[src/rtl/switch_matrix_scanner.sv]
// Column-scanning reader for an N x N active-low switch matrix.
// Optional per-cell debounce enabled by defining SCANNER_DEBOUNCE_EN.
module switch_matrix_scanner #(
  parameter int N              = 5,
  parameter int SETTLE_CYCLES  = 16,
  parameter int DEBOUNCE_SCANS = 4
) (
  input  logic                 clk,
  input  logic                 rst,
  input  logic                 ena,
  input  logic [N-1:0]         rows_in,
  output logic [N-1:0]         cols_out,
  output logic [$clog2(N):0]   x,
  output logic [N*N-1:0]       cells,
  output logic                 frame_done,
  output logic                 changed
);

  localparam int XW = $clog2(N) + 1;
  localparam int SW = $clog2(SETTLE_CYCLES + 1);

  typedef enum logic [1:0] {
    IDLE,
    DRIVE,
    SAMPLE
  } state_t;

  state_t         state, state_nxt;
  logic [SW-1:0]  settle, settle_nxt;
  logic [XW-1:0]  x_nxt;
  logic           sample;
  logic           last_col;
  logic           flag;
  logic           any_flip;
  logic [N*N-1:0] cells_nxt;

`ifdef SCANNER_DEBOUNCE_EN
  localparam int CW = $clog2(DEBOUNCE_SCANS + 1);
  logic [CW-1:0] cnt     [N*N];
  logic [CW-1:0] cnt_nxt [N*N];
`endif

  // Row r, column c lands at the same bit the LED driver uses.
  function automatic int pos(input int r, input int c);
    return (N - 1 - r) * N + c;
  endfunction

  assign last_col = (x == XW'(N - 1));

  always_comb begin
    state_nxt  = state;
    settle_nxt = settle;
    x_nxt      = x;
    sample     = 1'b0;
    cols_out   = '0;
    unique case (state)
      IDLE: begin
        if (ena) begin
          state_nxt  = DRIVE;
          x_nxt      = '0;
          settle_nxt = '0;
        end
      end
      DRIVE: begin
        cols_out   = N'(1) << x;
        settle_nxt = settle + 1'b1;
        if (settle == SW'(SETTLE_CYCLES - 1))
          state_nxt = SAMPLE;
      end
      SAMPLE: begin
        cols_out   = N'(1) << x;
        sample     = 1'b1;
        state_nxt  = DRIVE;
        settle_nxt = '0;
        x_nxt      = last_col ? '0 : x + 1'b1;
      end
      default: state_nxt = IDLE;
    endcase
    // Disable abandons the partial frame without touching cells.
    if (!ena) begin
      state_nxt  = IDLE;
      sample     = 1'b0;
      x_nxt      = '0;
      settle_nxt = '0;
    end
  end

  always_comb begin
    cells_nxt = cells;
    any_flip  = 1'b0;
`ifdef SCANNER_DEBOUNCE_EN
    cnt_nxt   = cnt;
`endif
    for (int r = 0; r < N; r++) begin
      for (int c = 0; c < N; c++) begin
        if (sample && x == XW'(c)) begin
`ifdef SCANNER_DEBOUNCE_EN
          if (~rows_in[r] == cells[pos(r, c)]) begin
            cnt_nxt[pos(r, c)] = '0;
          end else if (cnt[pos(r, c)] == CW'(DEBOUNCE_SCANS - 1)) begin
            cells_nxt[pos(r, c)] = ~cells[pos(r, c)];
            cnt_nxt[pos(r, c)]   = '0;
            any_flip             = 1'b1;
          end else begin
            cnt_nxt[pos(r, c)] = cnt[pos(r, c)] + 1'b1;
          end
`else
          if (~rows_in[r] != cells[pos(r, c)]) begin
            cells_nxt[pos(r, c)] = ~rows_in[r];
            any_flip             = 1'b1;
          end
`endif
        end
      end
    end
  end

  always_ff @(posedge clk) begin
    if (rst) begin
      state      <= IDLE;
      settle     <= '0;
      x          <= '0;
      cells      <= '0;
      frame_done <= 1'b0;
      changed    <= 1'b0;
      flag       <= 1'b0;
`ifdef SCANNER_DEBOUNCE_EN
      cnt        <= '{default: '0};
`endif
    end else begin
      state      <= state_nxt;
      settle     <= settle_nxt;
      x          <= x_nxt;
      cells      <= cells_nxt;
      frame_done <= sample && last_col;
      changed    <= sample && last_col && (flag || any_flip);
      if (!ena || (sample && last_col))
        flag <= 1'b0;
      else if (any_flip)
        flag <= 1'b1;
`ifdef SCANNER_DEBOUNCE_EN
      cnt        <= cnt_nxt;
`endif
    end
  end

endmodule

[config.mk]
export PLATFORM = sky130hd
export DESIGN_NAME = switch_matrix_scanner
export DESIGN_NICKNAME = d
export VERILOG_FILES = /design/src/rtl/switch_matrix_scanner.sv
export SDC_FILE = /design/constraint.sdc
export NUM_CORES = 1
export LEC_CHECK = 0
export BUFFER_PORTS_ARGS = -buffer_cell sky130_fd_sc_hd__buf_4
export CAP_MARGIN = 10
export CELL_PAD_IN_SITES_DETAIL_PLACEMENT = 0
export CELL_PAD_IN_SITES_GLOBAL_PLACEMENT = 1
export CORE_MARGIN = 5
export CORE_UTILIZATION = 43
export DETAILED_ROUTE_END_ITERATION = 8
export PLACE_DENSITY = 0.89
export REMOVE_ABC_BUFFERS = 1
export SLEW_MARGIN = 25
export SYNTH_ARGS = -nofsm -noshare
export SYNTH_HDL_FRONTEND = slang
export SYNTH_SLANG_ARGS = --single-unit
[constraint.sdc]
create_clock -name clk -period 3.5 [get_ports clk]
set_input_delay 0.35 -clock clk [delete_from_list [all_inputs] [get_ports clk]]
set_output_delay 0.35 -clock clk [all_outputs]
set_load 0.03 [all_outputs]
==> Word-level counts from Yosys, hierarchy flattened <==
Index checks and enable logic that the tools add are counted.
{ "classes": {"n_addsub": 2, "n_eq_ne": 33, "n_shift": 1, "mux": 58, "bitwise": 6, "reduce_logical": 42} }
{ "ops": {"columns": ["cell", "count"], "rows": [
  ["two-way mux 1 bit", 52],
  ["AND reduction 2 bit", 25],
  ["inequality test 1 bit", 25],
  ["case mux 5 bit (2 select lines)", 1],
  ["equality test 4 x 2 -> 1 bit, second input constant", 2],
  ["case mux 4 bit (2 select lines)", 1],
  ["OR reduction 2 bit", 4],
  ["logical AND 1 bit", 6],
  ["NOT 1 bit", 6],
  ["adder 5 x 1 -> 5 bit, second input constant", 1],
  ["equality test 5 x 4 -> 1 bit, second input constant", 1],
  ["two-way mux 5 bit", 1],
  ["<< shifter 1 x 4 -> 5 bit, first input constant", 1],
  ["adder 4 x 1 -> 4 bit, second input constant", 1],
  ["equality test 4 x 1 -> 1 bit, second input constant", 1],
  ["equality test 4 x 3 -> 1 bit, second input constant", 1],
  ["logical NOT 4 bit", 1],
  ["two-way mux 4 bit", 1],
  ["case mux 2 bit (2 select lines)", 1],
  ["nonzero test 2 bit", 2],
  ["equality test 2 x 1 -> 1 bit, second input constant", 1],
  ["equality test 2 bit, second input constant", 1],
  ["logical NOT 2 bit", 1],
  ["logical OR 1 bit", 2],
  ["3 further kinds", 3]
]} }
{ "word_totals": {"reg_bits": 39, "inputBits": 8, "output_inout_bits": 36, "wordCells": 173} }

==> Depth between registers and ports, before layout <==
{ "depth": {"ltp_word": 55, "ltp_mapped": 8, "depth_no_buf": 7} }

==> Worst setup path after synthesis <==
Ideal clock, no wire load.
{ "synth_timing": {"path_kind": "register to register", "startpoint": "register state[0]", "endpoint": "register flag", "setup_time_ns": 0.129, "arrival_ns": 1.718, "required_time_ns": 3.371, "slack_ns": 1.653, "path_stages_with_launch": 9, "n_path_buf": 1, "period_less_slack_ns": 1.847, "path_cell_list": "dfxtp_1 inv_1 ha_1 buf_6 nor4bb_4 and2_1 a221o_1 nor3_2 a211oi_2"} }
{ "synth_between": {"elab_chain_cells": 53, "elab_cells_between_ends": 59, "classes_between": "eq/ne: 1; mux: 51; reduce/logical: 7"} }
{ "synth_lines": {"columns": ["element", "line_no", "source"], "rows": [
  ["start: declaration", "28", "state_t state, state_nxt;"],
  ["start signal: assignment", "131", "state <= state_nxt;"],
  ["equality test 2 bit (*)", "56", "unique case (state)"],
  ["two-way mux 1 bit (*)", "56", null],
  ["two-way mux 1 bit (*)", "80", "if (!ena) begin"],
  ["logical AND 1 bit", "96", "if (sample && x == XW'(c)) begin"],
  ["two-way mux 1 bit", "96", null],
  ["two-way mux 1 bit", "108", "if (~rows_in[r] != cells[pos(r, c)]) begin"],
  ["two-way mux 1 bit", "96", null],
  ["two-way mux 1 bit", "108", null],
  ["(+37 left out)", null, null],
  ["two-way mux 1 bit", "108", null],
  ["two-way mux 1 bit", "96", null],
  ["two-way mux 1 bit", "108", null],
  ["two-way mux 1 bit", "96", null],
  ["two-way mux 1 bit", "108", null],
  ["two-way mux 1 bit", "96", null],
  ["two-way mux 1 bit", "108", null],
  ["two-way mux 1 bit", "96", null],
  ["end signal: assignment", "126", "flag <= 1'b0;"],
  ["end signal: assignment", "138", "flag <= 1'b0;"],
  ["end signal: assignment", "140", "flag <= 1'b1;"],
  ["end: declaration", "33", "logic flag;"]
]} }
Every way passes the cells marked *; elsewhere a longest branch is shown, timed or not.
A chain may end at the register's enable or synchronous reset.

==> Worst setup path after layout <==
{ "layout_timing": {"startpoint": "register x[0]", "endpoint": "register flag"} }
{ "layout_between": {"elab_chain_cells": 51, "elab_cells_between_ends": 61, "classes_between": "eq/ne: 4; mux: 49; reduce/logical: 8"} }
{ "layout_lines": {"columns": ["element", "line_no", "source"], "rows": [
  ["start: declaration", "13", "output logic [$clog2(N):0] x,"],
  ["start signal: assignment", "133", "x <= x_nxt;"],
  ["logical NOT 4 bit", "96", null],
  ["logical AND 1 bit", "96", null],
  ["two-way mux 1 bit", "96", null],
  ["two-way mux 1 bit", "108", null],
  ["two-way mux 1 bit", "96", null],
  ["two-way mux 1 bit", "108", null],
  ["two-way mux 1 bit", "96", null],
  ["two-way mux 1 bit", "108", null],
  ["(+35 left out)", null, null],
  ["two-way mux 1 bit", "108", null],
  ["two-way mux 1 bit", "96", null],
  ["two-way mux 1 bit", "108", null],
  ["two-way mux 1 bit", "96", null],
  ["two-way mux 1 bit", "108", null],
  ["two-way mux 1 bit", "96", null],
  ["two-way mux 1 bit", "108", null],
  ["two-way mux 1 bit", "96", null]
]} }
Several ways; a longest one is shown, not always the timed one.

==> results_dict.tcl <==
set metrics [dict create \
    outcome "completed" \
    grt_pass1_vias 1506 \
    grt_usage_pct 14.96 \
    ys_seq_area_share_pct 39.25 \
    post_cts_buffers 0 \
    synth_fa_ha_area_share_pct 7.547 \
    area_growth_pct 20.25 \
    worst_pin_slew_ns 0.8070 \
    cts_made_buffers 5 \
    cts_tree "done" \
    layout_commonest_cell "nor2_1" \
    synth-compound-area-share_pct 15.03 \
    muxShareOfSynthArea_pct 2.013 \
    final_cell_mix "nor2_1 (45), buf_4 (43), dfxtp_1 (39)" \
    antenna_cells 0 \
    finalSetupViolations 0 \
    synth-xor-area-share_pct 11.89 \
    yosys_warnings 0 \
    final_hold_viol_count 0 \
    place_congestion 0.8525 \
    crit_arrival_ns 2.40 \
    worstSetupPathType "flop to flop" \
    wl_per_cell_um 14.38 \
    setup_slack_ns 1.315 \
    fmax_ghz 0.4577 \
    cts_buffer_depth 2 \
    route.detailed.drc 0 \
    ys_ff_latch 39 \
    die_w_um 78.02 \
    placed_area_um2 2280 \
    period_needed_ns 2.185 \
    crit_fanout 12 \
    fin_area_um2 2392 \
    hold_buffers 0 \
    final_util_pct 54.20 \
    p_int_mw 0.6847 \
    ys_types 35 \
    drtAntennaViolNets 0 \
    hold_class "input pin to flop" \
    rows 24 \
    overflow 0 \
    wl_mm 4.401 \
    crit_path_end_kind "flop" \
    core_um2 4414 \
    report.final.slew_viol_count 0 \
    drt-pass1-iter-count 4 \
    p_leak_nw 0.9563 \
    worst_setup_path_start_kind "flop" \
    ctsRootBufferMaster "clkbuf_8" \
    antenna_found_initial 0 \
    p_comb_share_pct 7.6 \
    die_h_um 78.02 \
    post_synth.cell_area_avg_um2 9.043 \
    reg2reg_from "x[0]$_SDFFE_PP0N_" \
    powerDensity_nw_per_um2 373.6 \
    start_util_pct 45.07 \
    io_buffer_count 43 \
    syn_inst 220 \
    min_from "rows_in[2]" \
    ctsResizeCount 0 \
    tns_ns 0 \
    crit_start "x[0]$_SDFFE_PP0N_" \
    numClockSinks 39 \
    grt_max_degree 28 \
    ir_drop_mv 0.1722 \
    dieArea_um2 6087 \
    dpl.hpwl_mm 3.284 \
    grt_pass1_wl_mm 7.355 \
    synthSimpleGateAreaFrac_pct 17.86 \
    rsz0062_at_grt "no" \
    fin_nets 273 \
    pre_cts_ws_ns 1.352 \
    skew_ns 0.008194 \
    synth_top_family_by_area "simple AND/OR/NAND/NOR gates" \
    syn_area_um2 1989 \
    via_per_inst 5.232 \
    p_seq_share_pct 50.3 \
    cp_cell_sequence "inv_1, ha_1, nand3b_1, nor2_1, o2bb2ai_1, nor3_2, a211oi_2" \
    maxSlewHeadroom_pct 46.00 \
    cp_data_required_time_ns 3.72 \
    p_sw_mw 0.2089 \
    drive_gt1_share_pct 21.26 \
    insertion_delay_ns 0.29 \
    whs_ns 0.3500 \
    io_pins 44 \
    cts.clk_slew.worst_paths_ns 0.08 \
    fin_crit_sh_pct 62.43 \
    num_vias 1601 \
    cap_violations 0 \
    worst_path_largest_cell_delay_ns 0.67 \
    critPathSlowestCell "nor2_1" \
    drt_iter0_drc 102 \
    swShare_pct 23.38 \
    clkPwrFrac_pct 42.2 \
    htreeDepth 2 \
]
==> cells in the mapped netlist <==
master	n	area (um2)
nor2_1	45	168.9
dfxtp_1	39	780.8
a211oi_1	26	195.2
xnor2_1	15	131.4
ha_1	12	150.1
xor2_1	12	105.1
inv_1	8	30.03
buf_2	6	30.03
and3_1	5	31.28
buf_4	5	37.54
clkbuf_1	5	18.77
a21oi_1	4	20.02
and2_1	4	25.02
mux2i_1	4	40.04
nand3_1	4	20.02
nand2_1	3	11.26
nand2b_1	2	12.51
nand4_1	2	12.51
nor3_1	2	10.01
o31ai_1	2	15.01
a211oi_2	1	12.51
a21boi_1	1	7.510
a221o_1	1	10.01
a22oi_1	1	7.510
a31o_1	1	8.760
buf_6	1	11.26
nand3b_1	1	7.510
nand4b_1	1	8.760
nor2b_1	1	6.260
nor3_2	1	10.01
nor4bb_4	1	25.02
o21ai_0	1	5.000
o2bb2ai_1	1	8.760
o41ai_1	1	8.760
or2_1	1	6.260
==> registers in the layout, summed over array words and instances (netlist names) <==
name        cells
flag            1
cells          25
state           2
settle          5
changed         1
x               4
frame_done      1
==> stage by stage <==
| stage | std cells | power (mW) |
|---|---|---|
| after detailed placement | 298 | 0.5274 |
| after CTS | 306 | 0.8986 |
| after floorplan | 203 | 0.4951 |
| after global routing | 306 | 0.9310 |
| final | 306 | 0.8937 |
| after global placement | 298 | 0.5268 |
==> logic make-up after synthesis <==
kind of cell,count (synthesis)
compound gates,40
flops,39
mux,4
buf+inv,25
fa+ha+maj,12
xor+xnor,27
simple gates,73
==> path summary, 6_finish.rpt <==
kind	cells past startpoint	slack [ns]	endpoint
setup / recovery	7	1.32	flag$_SDFFE_PP0P_
hold / removal	2	0.35	cells[12]$_SDFFE_PP0P_
setup reg to reg	7	1.32	flag$_SDFFE_PP0P_
hold reg to reg	2	0.50	settle[4]$_SDFFE_PP0N_
==> cell type report <==
type | count | area, um2
Fill cell | 402 | 2022
Multi-Input combinational cell | 156 | 1081
Sequential cell | 39 | 780.7
Timing Repair Buffer | 43 | 322.8
Clock buffer | 5 | 68.82
Tap cell | 52 | 65.06
Clock inverter | 3 | 43.79
Inverter | 8 | 30.03
==> critical path: cells and delay by family (launching register included) <==
kind	cells	cell delay [ns]
simple gates	3	0.92
buf+inv	1	0.11
fa+ha+maj	1	0.28
flops	1	0.38
compound gates	2	0.41
==> layer usage <==
metal	part of all wire [%]	track usage [%]
met5	0	0
met4	1.5	5.574
met3	6.2	4.119
met2	45	22.20
met1	47	20.74
==> power groups by stage <==
stage / Clock, mW / Sequential [mW] / Combinational, mW
2_1_floorplan: 0 / 0.461 / 0.0338
3_3_place_gp: 0 / 0.460 / 0.0673
3_5_place_dp: 0 / 0.460 / 0.0676
4_1_cts: 0.381 / 0.449 / 0.0679
5_1_grt: 0.407 / 0.450 / 0.0741
6_report: 0.377 / 0.449 / 0.0676
Note: power is estimated with default switching activity, not from simulation.
